==> config.mk <==
export PLATFORM = sky130hd
export DESIGN_NAME = multicycle_main_control_flat
export DESIGN_NICKNAME = d
export VERILOG_FILES = /design/src/rtl/multicycle_main_control_pkg.sv /design/src/rtl/multicycle_main_control_if.sv /design/src/rtl/multicycle_main_control_opcode_class_decoder.sv /design/src/rtl/multicycle_main_control.sv /design/src/flat_wrapper.sv
export SDC_FILE = /design/constraint.sdc
export NUM_CORES = 1
export LEC_CHECK = 0
export BUFFER_PORTS_ARGS = -buffer_cell sky130_fd_sc_hd__buf_2
export CORE_UTILIZATION = 52
export DETAILED_ROUTE_END_ITERATION = 7
export PLACE_DENSITY = 0.8
export REMOVE_ABC_BUFFERS = 1
export SKIP_CTS_REPAIR_TIMING = 1
export SLEW_MARGIN = 20
export SYNTH_ARGS = -nofsm -noshare
export SYNTH_HDL_FRONTEND = slang
export SYNTH_HIERARCHICAL = 1
export SYNTH_SLANG_ARGS = --single-unit
==> constraint.sdc <==
create_clock -name i_clk -period 4.1 [get_ports i_clk]
set_input_delay 0.82 -clock i_clk [delete_from_list [all_inputs] [get_ports i_clk]]
set_output_delay 0.82 -clock i_clk [all_outputs]
set_load 0.02 [all_outputs]
==> src/rtl/multicycle_main_control_pkg.sv <==
// Purpose: shared constants and types for the multi-cycle RV32I main control
//          unit: FSM state encodings, RV32I opcodes, ALUOp codes, datapath
//          mux select codes and the one-hot instruction-class type.
// Ports:   none (package).
package multicycle_main_control_pkg;

    // FSM state encodings (3-bit)
    localparam logic [2:0] ST_IDLE   = 3'd0;
    localparam logic [2:0] ST_FETCH  = 3'd1;
    localparam logic [2:0] ST_DECODE = 3'd2;
    localparam logic [2:0] ST_EXEC   = 3'd3;
    localparam logic [2:0] ST_BRANCH = 3'd4;
    localparam logic [2:0] ST_MEM    = 3'd5;
    localparam logic [2:0] ST_WB     = 3'd6;
    localparam logic [2:0] ST_TRAP   = 3'd7;

    // RV32I major opcodes
    localparam logic [6:0] OPC_R      = 7'b0110011;
    localparam logic [6:0] OPC_I      = 7'b0010011;
    localparam logic [6:0] OPC_LOAD   = 7'b0000011;
    localparam logic [6:0] OPC_STORE  = 7'b0100011;
    localparam logic [6:0] OPC_LUI    = 7'b0110111;
    localparam logic [6:0] OPC_AUIPC  = 7'b0010111;
    localparam logic [6:0] OPC_JAL    = 7'b1101111;
    localparam logic [6:0] OPC_JALR   = 7'b1100111;
    localparam logic [6:0] OPC_BRANCH = 7'b1100011;

    // ALUOp codes consumed by ALU_control
    localparam logic [1:0] ALUOP_ADD    = 2'b00;
    localparam logic [1:0] ALUOP_BRANCH = 2'b01;
    localparam logic [1:0] ALUOP_RTYPE  = 2'b10;
    localparam logic [1:0] ALUOP_ITYPE  = 2'b11;

    // ALU operand A select
    localparam logic [1:0] SRC_A_RS1   = 2'b00;
    localparam logic [1:0] SRC_A_OLDPC = 2'b01;
    localparam logic [1:0] SRC_A_ZERO  = 2'b10;
    localparam logic [1:0] SRC_A_PC    = 2'b11;

    // ALU operand B select
    localparam logic [1:0] SRC_B_RS2  = 2'b00;
    localparam logic [1:0] SRC_B_IMM  = 2'b01;
    localparam logic [1:0] SRC_B_FOUR = 2'b10;

    // PC source select
    localparam logic [1:0] PC_SRC_ALU    = 2'b00;
    localparam logic [1:0] PC_SRC_ALUOUT = 2'b01;

    // Register write-back select
    localparam logic [1:0] WB_ALUOUT = 2'b00;
    localparam logic [1:0] WB_MDR    = 2'b01;
    localparam logic [1:0] WB_PC     = 2'b10;

    // One-hot instruction class; exactly one bit is set for any opcode
    typedef struct packed {
        logic r;
        logic i;
        logic load;
        logic store;
        logic lui;
        logic auipc;
        logic jal;
        logic jalr;
        logic branch;
        logic illegal;
    } opc_class_t;

    // Instructions that go through the MEM state after EXEC
    function automatic logic is_mem_op(input opc_class_t c);
        return c.load | c.store;
    endfunction

endpackage

==> src/rtl/multicycle_main_control_if.sv <==
// Purpose: bundle between the main control unit and the datapath/memory.
//          master = control unit (drives enables/selects),
//          slave  = datapath side (drives opcode, mem_ready, branch_taken).
// Signals: opcode, mem_ready, branch_taken (to control);
//          mem_req, mem_we, iord, ir_write, pc_write, pc_src, alu_src_a,
//          alu_src_b, alu_op, reg_write, wb_sel, illegal, retire, instret
//          (from control).
interface multicycle_main_control_if #(
    parameter int CNT_W = 32
) ();
    logic [6:0]       opcode;
    logic             mem_ready;
    logic             branch_taken;
    logic             mem_req;
    logic             mem_we;
    logic             iord;
    logic             ir_write;
    logic             pc_write;
    logic [1:0]       pc_src;
    logic [1:0]       alu_src_a;
    logic [1:0]       alu_src_b;
    logic [1:0]       alu_op;
    logic             reg_write;
    logic [1:0]       wb_sel;
    logic             illegal;
    logic             retire;
    logic [CNT_W-1:0] instret;

    modport master (
        input  opcode, mem_ready, branch_taken,
        output mem_req, mem_we, iord, ir_write, pc_write, pc_src,
               alu_src_a, alu_src_b, alu_op, reg_write, wb_sel,
               illegal, retire, instret
    );

    modport slave (
        output opcode, mem_ready, branch_taken,
        input  mem_req, mem_we, iord, ir_write, pc_write, pc_src,
               alu_src_a, alu_src_b, alu_op, reg_write, wb_sel,
               illegal, retire, instret
    );
endinterface

==> src/rtl/multicycle_main_control_opcode_class_decoder.sv <==
// Purpose: purely combinational map from the IR opcode field to a one-hot
//          instruction class; unknown opcodes set the illegal bit.
// Ports:   i_opcode (7) opcode field IR[6:0]
//          o_class      one-hot class (opc_class_t)
module multicycle_main_control_opcode_class_decoder
    import multicycle_main_control_pkg::*;
(
    input  logic [6:0] i_opcode,
    output opc_class_t o_class
);

    // Opcode to one-hot class lookup
    always_comb begin
        o_class = '0;
        case (i_opcode)
            OPC_R:      o_class.r       = 1'b1;
            OPC_I:      o_class.i       = 1'b1;
            OPC_LOAD:   o_class.load    = 1'b1;
            OPC_STORE:  o_class.store   = 1'b1;
            OPC_LUI:    o_class.lui     = 1'b1;
            OPC_AUIPC:  o_class.auipc   = 1'b1;
            OPC_JAL:    o_class.jal     = 1'b1;
            OPC_JALR:   o_class.jalr    = 1'b1;
            OPC_BRANCH: o_class.branch  = 1'b1;
            default:    o_class.illegal = 1'b1;
        endcase
    end

endmodule

==> src/rtl/multicycle_main_control.sv <==
// Purpose: sequential main control unit of the multi-cycle RV32I core.
//          An 8-state FSM produces every datapath enable/select, the ALUOp
//          for ALU_control, handshakes with a variable-latency unified
//          memory and counts retired instructions.
// Ports:   i_clk   system clock
//          i_reset synchronous active-high reset
//          io_bus  master side of multicycle_main_control_if
// Outputs are combinational from the state register and opcode (plus
// mem_ready/branch_taken for the completion-qualified enables); instret is
// a register.
module multicycle_main_control
    import multicycle_main_control_pkg::*;
#(
    parameter int CNT_W = 32
) (
    input  logic                           i_clk,
    input  logic                           i_reset,
    multicycle_main_control_if.master      io_bus
);

    localparam logic [CNT_W-1:0] CNT_ONE = {{(CNT_W-1){1'b0}}, 1'b1};

    logic [2:0]       r_state;
    logic [2:0]       w_next_state;
    logic [CNT_W-1:0] r_instret;
    opc_class_t       w_class;

    logic       w_mem_req;
    logic       w_mem_we;
    logic       w_iord;
    logic       w_ir_write;
    logic       w_pc_write;
    logic [1:0] w_pc_src;
    logic [1:0] w_alu_src_a;
    logic [1:0] w_alu_src_b;
    logic [1:0] w_alu_op;
    logic       w_reg_write;
    logic [1:0] w_wb_sel;
    logic       w_illegal;
    logic       w_retire;

    multicycle_main_control_opcode_class_decoder u_decoder (
        .i_opcode (io_bus.opcode),
        .o_class  (w_class)
    );

    // State register and retired-instruction counter
    always_ff @(posedge i_clk) begin
        if (i_reset) begin
            r_state   <= ST_IDLE;
            r_instret <= '0;
        end else begin
            r_state <= w_next_state;
            if (w_retire) begin
                r_instret <= r_instret + CNT_ONE;
            end
        end
    end

    // Next-state and output decode
    always_comb begin
        w_next_state = r_state;
        w_mem_req    = 1'b0;
        w_mem_we     = 1'b0;
        w_iord       = 1'b0;
        w_ir_write   = 1'b0;
        w_pc_write   = 1'b0;
        w_pc_src     = PC_SRC_ALU;
        w_alu_src_a  = SRC_A_RS1;
        w_alu_src_b  = SRC_B_RS2;
        w_alu_op     = ALUOP_ADD;
        w_reg_write  = 1'b0;
        w_wb_sel     = WB_ALUOUT;
        w_illegal    = 1'b0;
        w_retire     = 1'b0;

        case (r_state)
            ST_IDLE: begin
                w_next_state = ST_FETCH;
            end

            ST_FETCH: begin
                // PC+4 is computed every fetch cycle but only committed when
                // the memory accepts the request.
                w_mem_req   = 1'b1;
                w_iord      = 1'b0;
                w_alu_src_a = SRC_A_PC;
                w_alu_src_b = SRC_B_FOUR;
                w_alu_op    = ALUOP_ADD;
                if (io_bus.mem_ready) begin
                    w_ir_write   = 1'b1;
                    w_pc_write   = 1'b1;
                    w_pc_src     = PC_SRC_ALU;
                    w_next_state = ST_DECODE;
                end else begin
                    w_next_state = ST_FETCH;
                end
            end

            ST_DECODE: begin
                // old PC + imm lands in ALUOut as the branch/JAL target
                w_alu_src_a = SRC_A_OLDPC;
                w_alu_src_b = SRC_B_IMM;
                w_alu_op    = ALUOP_ADD;
                if (w_class.branch) begin
                    w_next_state = ST_BRANCH;
                end else if (w_class.illegal) begin
                    w_next_state = ST_TRAP;
                end else begin
                    w_next_state = ST_EXEC;
                end
            end

            ST_EXEC: begin
                if (w_class.r) begin
                    w_alu_src_a  = SRC_A_RS1;
                    w_alu_src_b  = SRC_B_RS2;
                    w_alu_op     = ALUOP_RTYPE;
                    w_next_state = ST_WB;
                end else if (w_class.i) begin
                    w_alu_src_a  = SRC_A_RS1;
                    w_alu_src_b  = SRC_B_IMM;
                    w_alu_op     = ALUOP_ITYPE;
                    w_next_state = ST_WB;
                end else if (is_mem_op(w_class)) begin
                    w_alu_src_a  = SRC_A_RS1;
                    w_alu_src_b  = SRC_B_IMM;
                    w_alu_op     = ALUOP_ADD;
                    w_next_state = ST_MEM;
                end else if (w_class.lui) begin
                    w_alu_src_a  = SRC_A_ZERO;
                    w_alu_src_b  = SRC_B_IMM;
                    w_alu_op     = ALUOP_ADD;
                    w_next_state = ST_WB;
                end else if (w_class.auipc) begin
                    w_alu_src_a  = SRC_A_OLDPC;
                    w_alu_src_b  = SRC_B_IMM;
                    w_alu_op     = ALUOP_ADD;
                    w_next_state = ST_WB;
                end else if (w_class.jal) begin
                    // link = already-incremented PC, written on the same
                    // edge that loads the target from ALUOut
                    w_reg_write  = 1'b1;
                    w_wb_sel     = WB_PC;
                    w_pc_write   = 1'b1;
                    w_pc_src     = PC_SRC_ALUOUT;
                    w_retire     = 1'b1;
                    w_next_state = ST_FETCH;
                end else if (w_class.jalr) begin
                    w_alu_src_a  = SRC_A_RS1;
                    w_alu_src_b  = SRC_B_IMM;
                    w_alu_op     = ALUOP_ADD;
                    w_reg_write  = 1'b1;
                    w_wb_sel     = WB_PC;
                    w_pc_write   = 1'b1;
                    w_pc_src     = PC_SRC_ALU;
                    w_retire     = 1'b1;
                    w_next_state = ST_FETCH;
                end else begin
                    // opcode changed under us without an IR write
                    w_next_state = ST_TRAP;
                end
            end

            ST_BRANCH: begin
                w_alu_src_a  = SRC_A_RS1;
                w_alu_src_b  = SRC_B_RS2;
                w_alu_op     = ALUOP_BRANCH;
                w_pc_src     = PC_SRC_ALUOUT;
                w_pc_write   = io_bus.branch_taken;
                w_retire     = 1'b1;
                w_next_state = ST_FETCH;
            end

            ST_MEM: begin
                w_mem_req = 1'b1;
                w_iord    = 1'b1;
                w_mem_we  = w_class.store;
                if (io_bus.mem_ready) begin
                    if (w_class.load) begin
                        w_next_state = ST_WB;
                    end else if (w_class.store) begin
                        w_retire     = 1'b1;
                        w_next_state = ST_FETCH;
                    end else begin
                        w_next_state = ST_TRAP;
                    end
                end else begin
                    w_next_state = ST_MEM;
                end
            end

            ST_WB: begin
                w_reg_write  = 1'b1;
                w_wb_sel     = w_class.load ? WB_MDR : WB_ALUOUT;
                w_retire     = 1'b1;
                w_next_state = ST_FETCH;
            end

            ST_TRAP: begin
                // only reset leaves TRAP, so illegal is sticky
                w_illegal    = 1'b1;
                w_next_state = ST_TRAP;
            end

            default: begin
                w_next_state = ST_IDLE;
            end
        endcase
    end

    assign io_bus.mem_req   = w_mem_req;
    assign io_bus.mem_we    = w_mem_we;
    assign io_bus.iord      = w_iord;
    assign io_bus.ir_write  = w_ir_write;
    assign io_bus.pc_write  = w_pc_write;
    assign io_bus.pc_src    = w_pc_src;
    assign io_bus.alu_src_a = w_alu_src_a;
    assign io_bus.alu_src_b = w_alu_src_b;
    assign io_bus.alu_op    = w_alu_op;
    assign io_bus.reg_write = w_reg_write;
    assign io_bus.wb_sel    = w_wb_sel;
    assign io_bus.illegal   = w_illegal;
    assign io_bus.retire    = w_retire;
    assign io_bus.instret   = r_instret;

endmodule

==> src/flat_wrapper.sv <==
// flat-port wrapper written by rule: the top's interface ports become plain ports
module multicycle_main_control_flat import multicycle_main_control_pkg::*;
#(
    parameter int CNT_W = 32
)
  (i_clk, i_reset, io_bus_opcode, io_bus_mem_ready, io_bus_branch_taken, io_bus_mem_req, io_bus_mem_we, io_bus_iord, io_bus_ir_write, io_bus_pc_write, io_bus_pc_src, io_bus_alu_src_a, io_bus_alu_src_b, io_bus_alu_op, io_bus_reg_write, io_bus_wb_sel, io_bus_illegal, io_bus_retire, io_bus_instret);
  multicycle_main_control_if #(.CNT_W(CNT_W)) io_bus_i ();
  input  logic i_clk;
  input  logic i_reset;
  input wire logic [$bits(io_bus_i.opcode)-1:0] io_bus_opcode;
  input wire logic [$bits(io_bus_i.mem_ready)-1:0] io_bus_mem_ready;
  input wire logic [$bits(io_bus_i.branch_taken)-1:0] io_bus_branch_taken;
  output wire logic [$bits(io_bus_i.mem_req)-1:0] io_bus_mem_req;
  output wire logic [$bits(io_bus_i.mem_we)-1:0] io_bus_mem_we;
  output wire logic [$bits(io_bus_i.iord)-1:0] io_bus_iord;
  output wire logic [$bits(io_bus_i.ir_write)-1:0] io_bus_ir_write;
  output wire logic [$bits(io_bus_i.pc_write)-1:0] io_bus_pc_write;
  output wire logic [$bits(io_bus_i.pc_src)-1:0] io_bus_pc_src;
  output wire logic [$bits(io_bus_i.alu_src_a)-1:0] io_bus_alu_src_a;
  output wire logic [$bits(io_bus_i.alu_src_b)-1:0] io_bus_alu_src_b;
  output wire logic [$bits(io_bus_i.alu_op)-1:0] io_bus_alu_op;
  output wire logic [$bits(io_bus_i.reg_write)-1:0] io_bus_reg_write;
  output wire logic [$bits(io_bus_i.wb_sel)-1:0] io_bus_wb_sel;
  output wire logic [$bits(io_bus_i.illegal)-1:0] io_bus_illegal;
  output wire logic [$bits(io_bus_i.retire)-1:0] io_bus_retire;
  output wire logic [$bits(io_bus_i.instret)-1:0] io_bus_instret;
  assign io_bus_i.opcode = io_bus_opcode;
  assign io_bus_i.mem_ready = io_bus_mem_ready;
  assign io_bus_i.branch_taken = io_bus_branch_taken;
  assign io_bus_mem_req = io_bus_i.mem_req;
  assign io_bus_mem_we = io_bus_i.mem_we;
  assign io_bus_iord = io_bus_i.iord;
  assign io_bus_ir_write = io_bus_i.ir_write;
  assign io_bus_pc_write = io_bus_i.pc_write;
  assign io_bus_pc_src = io_bus_i.pc_src;
  assign io_bus_alu_src_a = io_bus_i.alu_src_a;
  assign io_bus_alu_src_b = io_bus_i.alu_src_b;
  assign io_bus_alu_op = io_bus_i.alu_op;
  assign io_bus_reg_write = io_bus_i.reg_write;
  assign io_bus_wb_sel = io_bus_i.wb_sel;
  assign io_bus_illegal = io_bus_i.illegal;
  assign io_bus_retire = io_bus_i.retire;
  assign io_bus_instret = io_bus_i.instret;
  multicycle_main_control #(.CNT_W(CNT_W)) u_core (.i_clk(i_clk), .i_reset(i_reset), .io_bus(io_bus_i));
endmodule
* Yosys cells after proc, flatten, opt, wreduce, memory -nomap -nowiden
Cells that the tools add are included.
Cells by class: add/subtract/negate cells 1, $mul 0, divide/modulo/power cells 0, order comparisons 0, equality and inequality tests 16, shift operators 0, mux-type cells 75, bitwise gates (word level) 1, reduce and logical (&&, ||, !) cells 5
Operators with widths (count):
- $mux W2 | 25
- $mux W3 | 12
- $add A32 B1 Y32 const B | 1
- $mux W1 | 29
- $eq A7 B6 Y1 const B | 3
- $eq A7 B7 Y1 const B | 3
- $pmux W3 S6 | 1
- $eq A7 B5 Y1 const B | 2
- $eq A3 B3 Y1 const B | 4
- $pmux W2 S2 | 3
- $pmux W2 S3 | 2
- $reduce_or A9 Y1 | 1
- $eq A7 B2 Y1 const B | 1
- $eq A3 B2 Y1 const B | 2
- $pmux W1 S3 | 2
- $reduce_or A2 Y1 | 2
- $eq A3 B1 Y1 const B | 1
- $logic_not A3 Y1 | 1
- $reduce_or A3 Y1 | 1
- $pmux W1 S2 | 1
- $or A1 B1 Y1 | 1
Storage, ports and cells: register bits 35, bits in latches 0, RAM bits 0, bits in read-only memories 0, input bits 11, output and inout bits 50, word-level logic and storage cells 100, memories kept 0

* Longest topological paths before layout
Gate-level depths: netlist of run 1.
depth in word-level cells 10, mapped depth 11, depth with buffers taken out 10

* Cells and area by module
Netlist of run 1, hierarchy kept.
By module, submodules not included:
- multicycle_main_control | instances 1, cells each 263, area each 2047.0 um^2, sequential area each 700.7 um^2
- multicycle_main_control_opcode_class_decoder | instances 1, cells each 21, area each 127.6 um^2, sequential area each 0.0 um^2

* Worst setup path after synthesis of run 1
OpenSTA, ideal clock, no wires.
path kind in2out, start point input port io_bus_opcode[6], end point output port io_bus_retire, arrival time 2.700 ns, data required time 3.280 ns, setup slack 0.580 ns, cell stages on the path 7, buffers on the path 1, cells stage by stage or4_4 > nor3b_2 > nor4bb_1 > o21a_1 > clkbuf_1 > nor2_1 > inv_1
RTL lines:
- start: declaration | line flat_wrapper.sv:10 | input wire logic [$bits(io_bus_i.opcode)-1:0] io_bus_opcode;
- end: declaration | line flat_wrapper.sv:25 | output wire logic [$bits(io_bus_i.retire)-1:0] io_bus_retire;

==> results of run 1 <==
## power groups by stage
stage	Clock [W]	Sequential [W]	Combinational [W]
after global routing	0.000260	0.000358	0.0000891
after detailed placement	0	0.000363	0.0000805
after global placement	0	0.000363	0.0000795
final	0.000239	0.000356	0.0000805
after floorplan	0	0.000361	0.0000499
after CTS	0.000245	0.000355	0.0000807
## stage by stage
step	instances	area, µm²	power, W	hold WS, ns
after floorplan	268	2100	0.000411	0.545
after global placement	380	2480	0.000442	0.466
after CTS	388	2560	0.000681	0.487
after global routing	388	2560	0.000707	0.514
after detailed placement	380	2480	0.000444	0.477
final	388	2560	0.000675	0.485
## synth_stat cells (8+ instances only)
| library cell | count |
|---|---|
| or4_1 | 15 |
| nand3_1 | 8 |
| inv_1 | 13 |
| o31ai_1 | 17 |
| o21ai_0 | 10 |
| clkbuf_1 | 12 |
| nand2_1 | 20 |
| nand4_1 | 10 |
| a21oi_1 | 30 |
| nor2_1 | 29 |
| nor3_1 | 8 |
| dfxtp_1 | 35 |
## final timing paths
| kind | startpoint | endpoint | depth (start not counted) |
|---|---|---|---|
| setup / recovery | io_bus_opcode[6] | io_bus_retire | 8 |
| hold reg to reg | u_core/io_bus.instret[31] | u_core/io_bus.instret[31] | 2 |
| hold / removal | u_core/io_bus.instret[31] | u_core/io_bus.instret[31] | 2 |
| setup reg to reg | u_core/r_state[1] | u_core/io_bus.instret[31] | 6 |
## tightest hold or removal path, stage by stage (launching register included)
cell and delay, ns:
dfxtp_1 0.32, o31ai_1 0.07, a21oi_1 0.06
## state kept, by name (all words and copies together), names as in the netlist
| signal | flops |
|---|---|
| u_core/io_bus.instret | 32 |
| u_core/r_state | 3 |
## per-layer routing
metal / vias up / part of all wire / GRT usage
met5: - / 0 / 0
li1: 1170 / - / -
met4: 0 / 0.013 / 0.0851
met3: 7 / 0.052 / 0.0479
met2: 75 / 0.46 / 0.413
met1: 1094 / 0.47 / 0.348
## logic make-up after synthesis
family                   synth area share
buffers and inverters              0.0598
AO/OA/AOI/OAI                       0.236
XOR/XNOR                           0.0403
other                             0.00172
AND/OR/NAND/NOR                     0.334
flip-flops                          0.322
adder cells (fa/ha/maj)           0.00575
## area by class of cell
type                       instances  area (µm²)  share of cell area
inverter                          14        57.6              0.0224
sequential                        35         701               0.273
clock inverter                     1        5.00             0.00195
timing repair buffer              62         318               0.124
tap                               50        62.6              0.0244
clock buffer                       7        76.3              0.0298
multi-input combinational        219        1340               0.524
==> metrics, run 1 <==
max-cap violation count=0; CP Launch Type=primary input; vias in the first global route=1947; crit path DAT=2.98 ns; residual DRC count=0; Worst path max stage delay=0.56 ns; critical path capture point type=output pin; root buf cell=clkbuf_8; most frequent cells in the layout=buf_2, dfxtp_1, a21oi_1; post-place setup slack=0.311 ns; Final Max Tran Viols=0; CTS H-tree lvls=2; I/O pin cnt=61; critical path's most frequent cell=buf_2; Async S/R FF share, synth=0; CTS Buffer Depth=2; EDFF count, synth=0; switching power total=0.000183 W; Filler cells=379; Buffers & Inverters on Critical Path=3; cell family with most CP delay=simple AND/OR/NAND/NOR gates; CTS Buf Count=5; Starting Density=0.544; WL/cell=13.8 µm; Period minus WS final=3.80 ns; Routed Antenna Nets=0; pwr dens=263 nW/µm²; leading area contributor after synthesis=dfxtp_1; global placer's final weighted congestion=0.886; critical path's slowest cell=or4_4; clk_lat worst skew=0.28 ns; area of the core=4000 µm²; IO buf count=59; n_diodes=0; TritonCTS clock tree=done; pin count of the biggest net entering global routing=36; Synth cell types=54; via density per instance=6.05; antenna violations before repair=0; critical path fanouts, max=9; Worst Setup Slack, final=0.302 ns; Area growth syn-to-layout=17.9%; area share of the largest cell type after synthesis=0.322; Detailed Route WL=5.35 mm; Slew HR=0.290; clock sink count=35; ys flop type=dfxtp_1; leakage power=0.960 nW; Pint=0.000492 W; outcome=finished, final reports clean; Slew @ Worst Pin=1.06 ns; register-to-register setup slack=1.37 ns; fraction of the yosys area taken by sequential cells=0.322; setup_tns=0 ns; first-pass GRT wire length=8.84 mm; clock slew at reported path FFs=0.07 ns; Final HPWL DP=3.87 mm; leading cell type in the layout, fill and taps excluded=buf_2; die width=66.7 µm; nets@finish=349; maximum vdd drop=127 µV; die height=66.7 µm; endpoints failing setup=0; layout cells sized above 1=0.231; data required time at the worst endpoint=3.28 ns; mapped cell area=2170 µm²; Die ar.=4440 µm²; clk_skew=0.00825 ns; Clock power frac=0.354; Syn Area/Cell=7.66 µm²; endpoints failing hold=0; Crit Path Class=primary input to output pin; largest cells by area after synthesis=dfxtp_1, a21oi_1, o31ai_1; Std-Cell Rows=23; Congestion Overflow GR=0; Syn Inst Count=284; GRT Overall Usage=0.259; final core utilization=0.641; period utilization=0.926; unrepaired setup endpoints after global routing=no; DR pass1 iterations=4; Yosys reg bits=35; switch share=0.271; fmax=0.263 GHz; yosys warns=6; critical path, cell by cell=buf_2, or4_4, nor3b_2, nor4bb_1, o21a_1, nor2_1, inv_1, buf_2; Hold/Removal Path Class=flop to flop; DRT iter0 DRCs=193; Reg power frac=0.527; vias post-DR=2346; combinational share of power=0.119
Note: power is estimated with default switching activity, not from simulation.
==> inputs of run 2 (changes only) <==
==> constraint.sdc (replaced) <==
create_clock -name i_clk -period 4.1 [get_ports i_clk]
set_input_delay 0.615 -clock i_clk [delete_from_list [all_inputs] [get_ports i_clk]]
set_output_delay 0.615 -clock i_clk [all_outputs]
set_load 0.02 [all_outputs]
==> metrics, run 2 (synthesized netlist as in run 1, its figures left out) <==
WL/cell=13.6 µm; GRT Overall Usage=0.254; critical path, cell by cell=buf_2, or4_4, nor3b_2, nor4bb_1, o21a_1, nor2_1, inv_1, buf_2; vias post-DR=2321; sequential cell area=701 µm²; root buf cell=clkbuf_8; vias in the first global route=1988; unrepaired setup endpoints after global routing=no; Routed Antenna Nets=0; leakage power=0.956 nW; fmax=0.288 GHz; Reg2Reg Depth=6; global placer's final weighted congestion=0.900; Crit Path Class=primary input to output pin; Starting Density=0.544; DR pass1 iterations=4; Hold/Removal Path Class=flop to flop; I/O pin cnt=61; setup_tns=0 ns; clock sink count=35; Detailed Route WL=5.26 mm; n_diodes=0; die width=66.7 µm; pwr dens=262 nW/µm²; critical path's slowest cell=or4_4; layout cells sized above 1=0.231; max FFs per register=32; TritonCTS clock tree=done; endpoints failing hold=0; Area growth syn-to-layout=17.7%; Congestion Overflow GR=0; nets@finish=348; Std-Cell Rows=23; Worst path max stage delay=0.54 ns; CP Launch Type=primary input; first-pass GRT wire length=8.76 mm; leading cell type in the layout, fill and taps excluded=buf_2; maximum vdd drop=162 µV; Period minus WS final=3.48 ns; CTS H-tree lvls=2; area of the core=4000 µm²; outcome=finished, final reports clean; hold path depth=2; Design Power=0.000670 W; Slew @ Worst Pin=0.801 ns; area of the multi-input gates=1350 µm²; critical path fanouts, max=9; clk_lat worst skew=0.28 ns; CTS Buffer Depth=2; critical path capture point type=output pin; Die ar.=4440 µm²; crit path DAT=2.86 ns; data required time at the worst endpoint=3.48 ns; via density per instance=6.00; DRT iter0 DRCs=177; most frequent cells in the layout=buf_2, dfxtp_1, a21oi_1; residual DRC count=0; clk_skew=0.00691 ns; clock slew at reported path FFs=0.07 ns; Final Hold Slack=0.483 ns; endpoints failing setup=0; antenna violations before repair=0; CTS Buf Count=5; die height=66.7 µm; period utilization=0.848; Filler cells=360; Final HPWL DP=3.67 mm; pin count of the biggest net entering global routing=36; Slew HR=0.466; critical path's most frequent cell=buf_2; IO buf count=59; Final Max Tran Viols=0; max-cap violation count=0; final core utilization=0.640
run 2: final cells by class:
type	instances	area share
Multi-Input combinational cell	219	0.526
Sequential cell	35	0.274
Timing Repair Buffer	61	0.121
Clock buffer	7	0.0298
Tap cell	50	0.0244
Inverter	14	0.0225
Clock inverter	1	0.00196
run 2: final timing paths:
kind / to / slack [ns] / from
worst max-delay path: io_bus_retire / 0.62 / io_bus_opcode[3]
worst min register to register: u_core/io_bus.instret[31] / 0.48 / u_core/io_bus.instret[31]
worst max register to register: u_core/io_bus.instret[24] / 1.52 / u_core/r_state[1]
worst min-delay path: u_core/io_bus.instret[31] / 0.48 / u_core/io_bus.instret[31]
run 2: stage by stage:
step | instance area, µm² | worst slack, ns | cells
floorplan | 2100 | 0.987 | 268
global placement | 2470 | 0.583 | 379
detailed placement | 2470 | 0.501 | 379
CTS | 2560 | 0.652 | 387
global route | 2560 | 0.464 | 387
finish | 2560 | 0.623 | 387
run 2: per-layer routing:
layer | track usage | share of wire
met5 | 0 | 0
met1 | 0.323 | 0.47
met4 | 0.0851 | 0.014
met3 | 0.0531 | 0.053
met2 | 0.420 | 0.46
run 2: power breakdown:
part | switching, W | internal (W)
registers | 0.0000120 | 0.000344
clock network | 0.000114 | 0.000119
logic | 0.0000516 | 0.0000290
total | 0.000178 | 0.000492
run 2: worst max-delay path: cells and delay by family:
family | cells | cell delay, ns
compound gates | 1 | 0.40
buf+inv | 3 | 0.42
simple gates | 4 | 1.42
